===== config.mk =====
export PLATFORM = sky130hd
export DESIGN_NAME = result_buffer
export DESIGN_NICKNAME = d
export VERILOG_FILES = /design/src/rtl/result_buffer.sv
export SDC_FILE = /design/constraint.sdc
export NUM_CORES = 1
export LEC_CHECK = 0
export BUFFER_PORTS_ARGS = -buffer_cell sky130_fd_sc_hd__clkbuf_2
export CAP_MARGIN = 30
export CORE_MARGIN = 3
export CORE_UTILIZATION = 40
export CTS_CLUSTER_SIZE = 24
export DETAILED_ROUTE_END_ITERATION = 10
export GPL_TIMING_DRIVEN = 0
export PLACE_DENSITY = 0.58
export SETUP_SLACK_MARGIN = 0.02
export SLEW_MARGIN = 20
export SYNTH_ARGS = -nofsm -noshare
export SYNTH_HDL_FRONTEND = slang
export SYNTH_SLANG_ARGS = --single-unit

===== constraint.sdc =====
create_clock -name clk -period 2.4 [get_ports clk]
set_input_delay 0.48 -clock clk [delete_from_list [all_inputs] [get_ports clk]]
set_output_delay 0.48 -clock clk [all_outputs]
set_load 0.01 [all_outputs]

===== src/rtl/result_buffer.sv =====
`timescale 1ns/1ps
// -----------------------------------------------------------------------------
// result_buffer
//
// Result-side store for the tiled matrix multiplier. Holds the m x m output
// tile, serves the multiplier's read-modify-write through a zero-latency read
// port (current_element), accepts partial results on the z_stb/z_ack
// handshake, and streams the finished tile out row-major on a valid/ready
// port once the multiplier reports done.
//
// Parameters
//   m      tile dimension; the buffer holds m*m 32-bit entries
//   m_len  width of a row/column index
//
// Ports
//   clk              rising-edge clock
//   rst              asynchronous reset, active low
//   start            one-cycle pulse; clears the tile and opens collection
//   z_out/z_i/z_j    partial result and its row/column
//   z_stb / z_ack    write strobe (held until acked) / one-cycle acknowledge
//   current_element  combinational read of the entry at (z_i, z_j)
//   mul_done         multiplier finished; ends collection, starts the drain
//   out_data/out_i/out_j/out_valid/out_ready/out_last
//                    row-major drain stream; out_last marks (m-1, m-1)
//   busy             registered "not idle" flag
//   err              sticky protocol-error flag
//
// Build option
//   RESULT_BUFFER_ERR_EN  when defined, err latches on protocol misuse
//                         (strobe while idle/draining, start while busy,
//                         strobe and done together). Otherwise err is 0.
// -----------------------------------------------------------------------------
module result_buffer #(
  parameter int m     = 4,
  parameter int m_len = $clog2(m)
) (
  input  logic              clk,
  input  logic              rst,
  input  logic              start,
  input  logic [31:0]       z_out,
  input  logic [m_len-1:0]  z_i,
  input  logic [m_len-1:0]  z_j,
  input  logic              z_stb,
  output logic              z_ack,
  output logic [31:0]       current_element,
  input  logic              mul_done,
  output logic [31:0]       out_data,
  output logic [m_len-1:0]  out_i,
  output logic [m_len-1:0]  out_j,
  output logic              out_valid,
  input  logic              out_ready,
  output logic              out_last,
  output logic              busy,
  output logic              err
);

  localparam int n_entries = m * m;
  localparam int idx_len   = $clog2(n_entries);

  typedef enum logic [1:0] {
    S_IDLE,
    S_COLLECT,
    S_ACK,
    S_DRAIN
  } state_e;

  // ---------------------------------------------------------------------------
  // State
  // ---------------------------------------------------------------------------
  state_e               state_q,     state_d;
  logic [31:0]          mem_q [m][m];
  logic [31:0]          mem_d [m][m];
  logic                 z_ack_q,     z_ack_d;
  logic                 done_pend_q, done_pend_d;
  logic [idx_len-1:0]   idx_q,       idx_d;
  logic                 busy_q,      busy_d;

  // Row/column of the entry currently offered on the drain port.
  logic [m_len-1:0]     drain_i;
  logic [m_len-1:0]     drain_j;
  logic                 drain_at_end;

  assign drain_i      = m_len'(idx_q / idx_len'(m));
  assign drain_j      = m_len'(idx_q % idx_len'(m));
  assign drain_at_end = (idx_q == idx_len'(n_entries - 1));

  // ---------------------------------------------------------------------------
  // Next-state logic
  // ---------------------------------------------------------------------------
  always_comb begin
    // NOTE: every signal written here gets a default first, so no path can
    // leave one unassigned and infer a latch.
    state_d     = state_q;
    mem_d       = mem_q;
    z_ack_d     = 1'b0;
    done_pend_d = done_pend_q;
    idx_d       = idx_q;

    case (state_q)
      S_IDLE: begin
        if (start) begin
          for (int i = 0; i < m; i++) begin
            for (int j = 0; j < m; j++) begin
              mem_d[i][j] = '0;
            end
          end
          done_pend_d = 1'b0;
          idx_d       = '0;
          state_d     = S_COLLECT;
        end
      end

      S_COLLECT: begin
        // A strobe always wins; a mul_done in the same cycle is dropped.
        if (z_stb) begin
          mem_d[z_i][z_j] = z_out;
          z_ack_d         = 1'b1;
          state_d         = S_ACK;
        end else if (mul_done || done_pend_q) begin
          done_pend_d = 1'b0;
          idx_d       = '0;
          state_d     = S_DRAIN;
        end
      end

      S_ACK: begin
        // Wait here until the strobe is released so one strobe is exactly
        // one write. A done seen meanwhile is remembered for S_COLLECT.
        if (mul_done) begin
          done_pend_d = 1'b1;
        end
        if (!z_stb) begin
          state_d = S_COLLECT;
        end
      end

      S_DRAIN: begin
        if (out_ready) begin
          if (drain_at_end) begin
            idx_d   = '0;
            state_d = S_IDLE;
          end else begin
            idx_d = idx_q + 1'b1;
          end
        end
      end

      default: begin
        state_d = S_IDLE;
      end
    endcase

    busy_d = (state_d != S_IDLE);
  end

  // ---------------------------------------------------------------------------
  // Registers
  // ---------------------------------------------------------------------------
  // NOTE: the tile storage is reset along with the control state, because a
  // reset must leave every entry reading back as zero.
  always_ff @(posedge clk or negedge rst) begin
    if (!rst) begin
      state_q     <= S_IDLE;
      z_ack_q     <= 1'b0;
      done_pend_q <= 1'b0;
      idx_q       <= '0;
      busy_q      <= 1'b0;
      for (int i = 0; i < m; i++) begin
        for (int j = 0; j < m; j++) begin
          mem_q[i][j] <= '0;
        end
      end
    end else begin
      // NOTE: non-blocking assignments, so every register samples the values
      // from before this edge regardless of statement order.
      state_q     <= state_d;
      z_ack_q     <= z_ack_d;
      done_pend_q <= done_pend_d;
      idx_q       <= idx_d;
      busy_q      <= busy_d;
      mem_q       <= mem_d;
    end
  end

  // ---------------------------------------------------------------------------
  // Outputs
  // ---------------------------------------------------------------------------
  assign z_ack           = z_ack_q;
  assign busy            = busy_q;
  assign current_element = mem_q[z_i][z_j];

  // The drain port is gated by the state so it reads all-zero whenever no
  // drain is in progress, including immediately on reset.
  assign out_valid = (state_q == S_DRAIN);
  assign out_last  = out_valid && drain_at_end;
  assign out_data  = out_valid ? mem_q[drain_i][drain_j] : '0;
  assign out_i     = out_valid ? drain_i : '0;
  assign out_j     = out_valid ? drain_j : '0;

  // ---------------------------------------------------------------------------
  // Protocol error flag
  // ---------------------------------------------------------------------------
`ifdef RESULT_BUFFER_ERR_EN
  logic err_q, err_d;

  always_comb begin
    err_d = err_q;
    case (state_q)
      S_IDLE:    if (z_stb)                      err_d = 1'b1;
      S_COLLECT: if (start || (z_stb && mul_done)) err_d = 1'b1;
      S_ACK:     if (start)                      err_d = 1'b1;
      S_DRAIN:   if (start || z_stb)             err_d = 1'b1;
      default:   err_d = err_q;
    endcase
  end

  always_ff @(posedge clk or negedge rst) begin
    if (!rst) begin
      err_q <= 1'b0;
    end else begin
      err_q <= err_d;
    end
  end

  assign err = err_q;
`else
  assign err = 1'b0;
`endif

endmodule


==> flow_metrics.tcl <==
set metrics [dict create \
    syn_avg_cell_area_um2 14.1 \
    num_vias 21588 \
    final_core_util_pct 50.4 \
    dr.pass1.iters 5 \
    period_share_pct 126 \
    rows 94 \
    p_sw_share_pct 37.4 \
    vdd_drop_max_v 0.000613 \
    max_freq_mhz 332 \
    areaGrowthSynthToFinish_pct 23.5 \
    fillers 5624 \
    synth_edf_count 0 \
    wire_per_inst_um 35.4 \
    yosys.area.top_type "dfrtp_1" \
    cts_htree_levels 2 \
    internal-power_w 0.0192 \
    worstPathRequired_ns 1.92 \
    timing_worst_slew_pin_value_ns 1.08 \
    pin_count 115 \
    routed_via_density 6.98 \
    yosysUniqueCellTypes 46 \
    numPortBuffers 111 \
    violations "setup timing" \
    cts_buffers 57 \
    hold_viol 0 \
    grt_max_degree 94 \
    dp_cells 2916 \
    p_sw_w 0.0115 \
    rsz0062_at_grt "true" \
    drc 0 \
    cts_tree "yes" \
    cts.sinks 521 \
    clockBufferDepth 3 \
    fin_area_mm2 0.0335 \
    drv_cap 0 \
    fin_cells 3091 \
    clock_latency_ns 0.63 \
    clkPwrFrac_pct 30.6 \
    cp-start-kind "flip-flop" \
    placed_area_mm2 0.0290 \
    setup-violations-final 64 \
    dp_hpwl_mm 70.3 \
    yosys_warnings 0 \
    path_clk_slew_ns 0.06 \
    core_mm2 0.0665 \
    synthTopCellsByArea "dfrtp_1 (48%), mux4_2 (19%), o2bb2ai_1 (16%)" \
    synth_nets 1971 \
    dr.first_iter.drc_count 2401 \
    yosys_most_used_dff "dfrtp_1" \
    wl_mm 109 \
    fin_crit_ns 3.02 \
    synth_area_mm2 0.0271 \
    die_w_um 266 \
    drive_gt1_share_pct 39.4 \
    grt_pass1_wl_mm 157 \
    globalRouteOverflowTotal 0 \
    power.share.sequential_pct 35.1 \
    yosysMostFrequentCell "dfrtp_1" \
    antenna_found_initial 2 \
    grt_pass1_vias 21975 \
    maxSlewHeadroom_pct 27.7 \
    comb_power_share_pct 34.2 \
    synth.top_cells.by_count "dfrtp_1 (521), o2bb2ai_1 (511), mux4_2 (224), mux2i_1 (97), buf_2 (93)" \
    cp_data_arrival_time_ns 2.54 \
    powerDensity_mw_per_mm2 915 \
    final_nets 2224 \
    dieHeight_um 266 \
    grt_usage_pct 30.5 \
    start_util_pct 40.8 \
    dieArea_mm2 0.0710 \
    gp_congestion 0.919 \
    status "complete, but fails checks" \
    fin_ws_ns -0.615 \
    root_buffer "clkbuf_16" \
    hp-class "in2reg" \
    drv_slew 0 \
    yosysSeqAreaShare_pct 48.0 \
    async_flop_share_pct 100 \
    cellLeakagePower_nw 13.6 \
    worst-setup-path-type "reg2out" \
    ant_nets 0 \
    yosys.area.top_type_share_pct 48.0 \
    ys_ff_latch 521 \
    cp_max_fo 5 \
    synth_cells 1928 \
    end_kind "primary output" \
    clock_skew_ns 0.0185 \
    fin_setup_tns_ns -18.35 \
]
## power groups by stage
stage / sequential, W / combinational [W] / clock (W)
global route: 0.0109 / 0.0107 / 0.00982
global placement: 0.0108 / 0.00871 / 0
detailed placement: 0.0108 / 0.00891 / 0
floorplan: 0.0106 / 0.00525 / 0
finish: 0.0108 / 0.0105 / 0.00939
CTS: 0.0107 / 0.00980 / 0.00945
## cell type report
class                   count  area, µm²  area share (%)
plain buffers             244       2170            6.47
repair buffers            195       1690            5.03
well taps                 864       1080            3.23
diodes                      1       2.50         0.00747
flip-flops and latches    521      13000            38.9
clock buffers              86       1760            5.25
clock inverters            18        221           0.661
multi-input cells        1155      13500            40.3
inverters                   7       32.5          0.0971
## metrics by stage
stage	hold WS, ns	total power (W)	worst slack, ns
after CTS	0.126	0.0300	-0.620
after global routing	0.151	0.0314	-0.654
after detailed placement	0.438	0.0197	-0.757
final	0.144	0.0306	-0.615
after global placement	0.482	0.0195	-11.32
after floorplan	0.184	0.0158	0.102
## worst max-delay path, cell delays in order, from the launching register on
cell,delay [ns]
dfrtp_1,0.34
buf_6,0.16
buf_12,0.17
buf_16,0.13
buf_12,0.11
mux4_2,0.50
mux2i_2,0.23
o21ai_2,0.12
clkbuf_2,0.16
## timing repair
action,in CTS,in global routing
cloned,7,4
gates resized for setup,369,135
buffers inserted,43,14
setup endpoints to repair,80,79
pin swaps,81,28
endpoints found under the hold margin,37,0
hold buffers,1,0
## state kept, by name, indices dropped and copies added (netlist names)
name,flops
busy,1
idx_q,4
z_ack,1
mem_q,512
state_q,2
done_pend_q,1
## cell families (layout without fill, tap and decap cells)
family	Yosys count	after routing	share of synthesized area [%]
flip-flops	521	521	48.0
XOR/XNOR	1	1	0.0323
multiplexers	321	321	22.2
adder cells (fa/ha/maj)	1	1	0.0461
buffers and inverters	252	550	5.27
other	1	2	0.0138
AND/OR/NAND/NOR	134	134	3.20
AO/OA/AOI/OAI	697	697	21.2
## routing by layer
layer	track usage [%]	part of all wire (%)	up-vias
li1	-	-	8389
met1	40.7	39	11438
met2	46.1	45	1454
met3	8.36	11	305
met4	15.1	5.4	2
met5	0	0.017	-
## final timing paths
check,slack [ns],startpoint,endpoint,cells after the start
worst max-delay path,-0.62,idx_q[2],out_data[0],8
worst min-delay path,0.14,z_out[9],mem_q[457],3
worst max register to register,0.09,state_q[1],mem_q[117],6
worst min register to register,0.50,mem_q[250],mem_q[250],1
max in group asynchronous,0.49,rst,mem_q[467],5
min in group asynchronous,0.35,rst,mem_q[71],2
## layout by cell type (no fill, tap or decap), drive strengths merged
master	instances
ha	1
nor2	7
clkinvlp	2
a22oi	64
inv	7
nand2	92
buf	262
clkbuf	262
dlygate4sd3	1
diode	1
o21ai	73
o31ai	1
o311a	1
o21a	1
a21bo	5
nand2b	2
and2	2
nand4bb	4
or4b	4
dfrtp	521
conb	1
nor2b	5
bufinv	5
o2bb2ai	514
clkinv	11
nand3	11
nor3b	1
mux4	224
mux2i	97
xnor2	1
o31a	1
nor3	3
nand3b	2
and3	1
a22o	1
a221oi	32
a21oi	4
No activity file was read; power rests on OpenSTA's default activity.
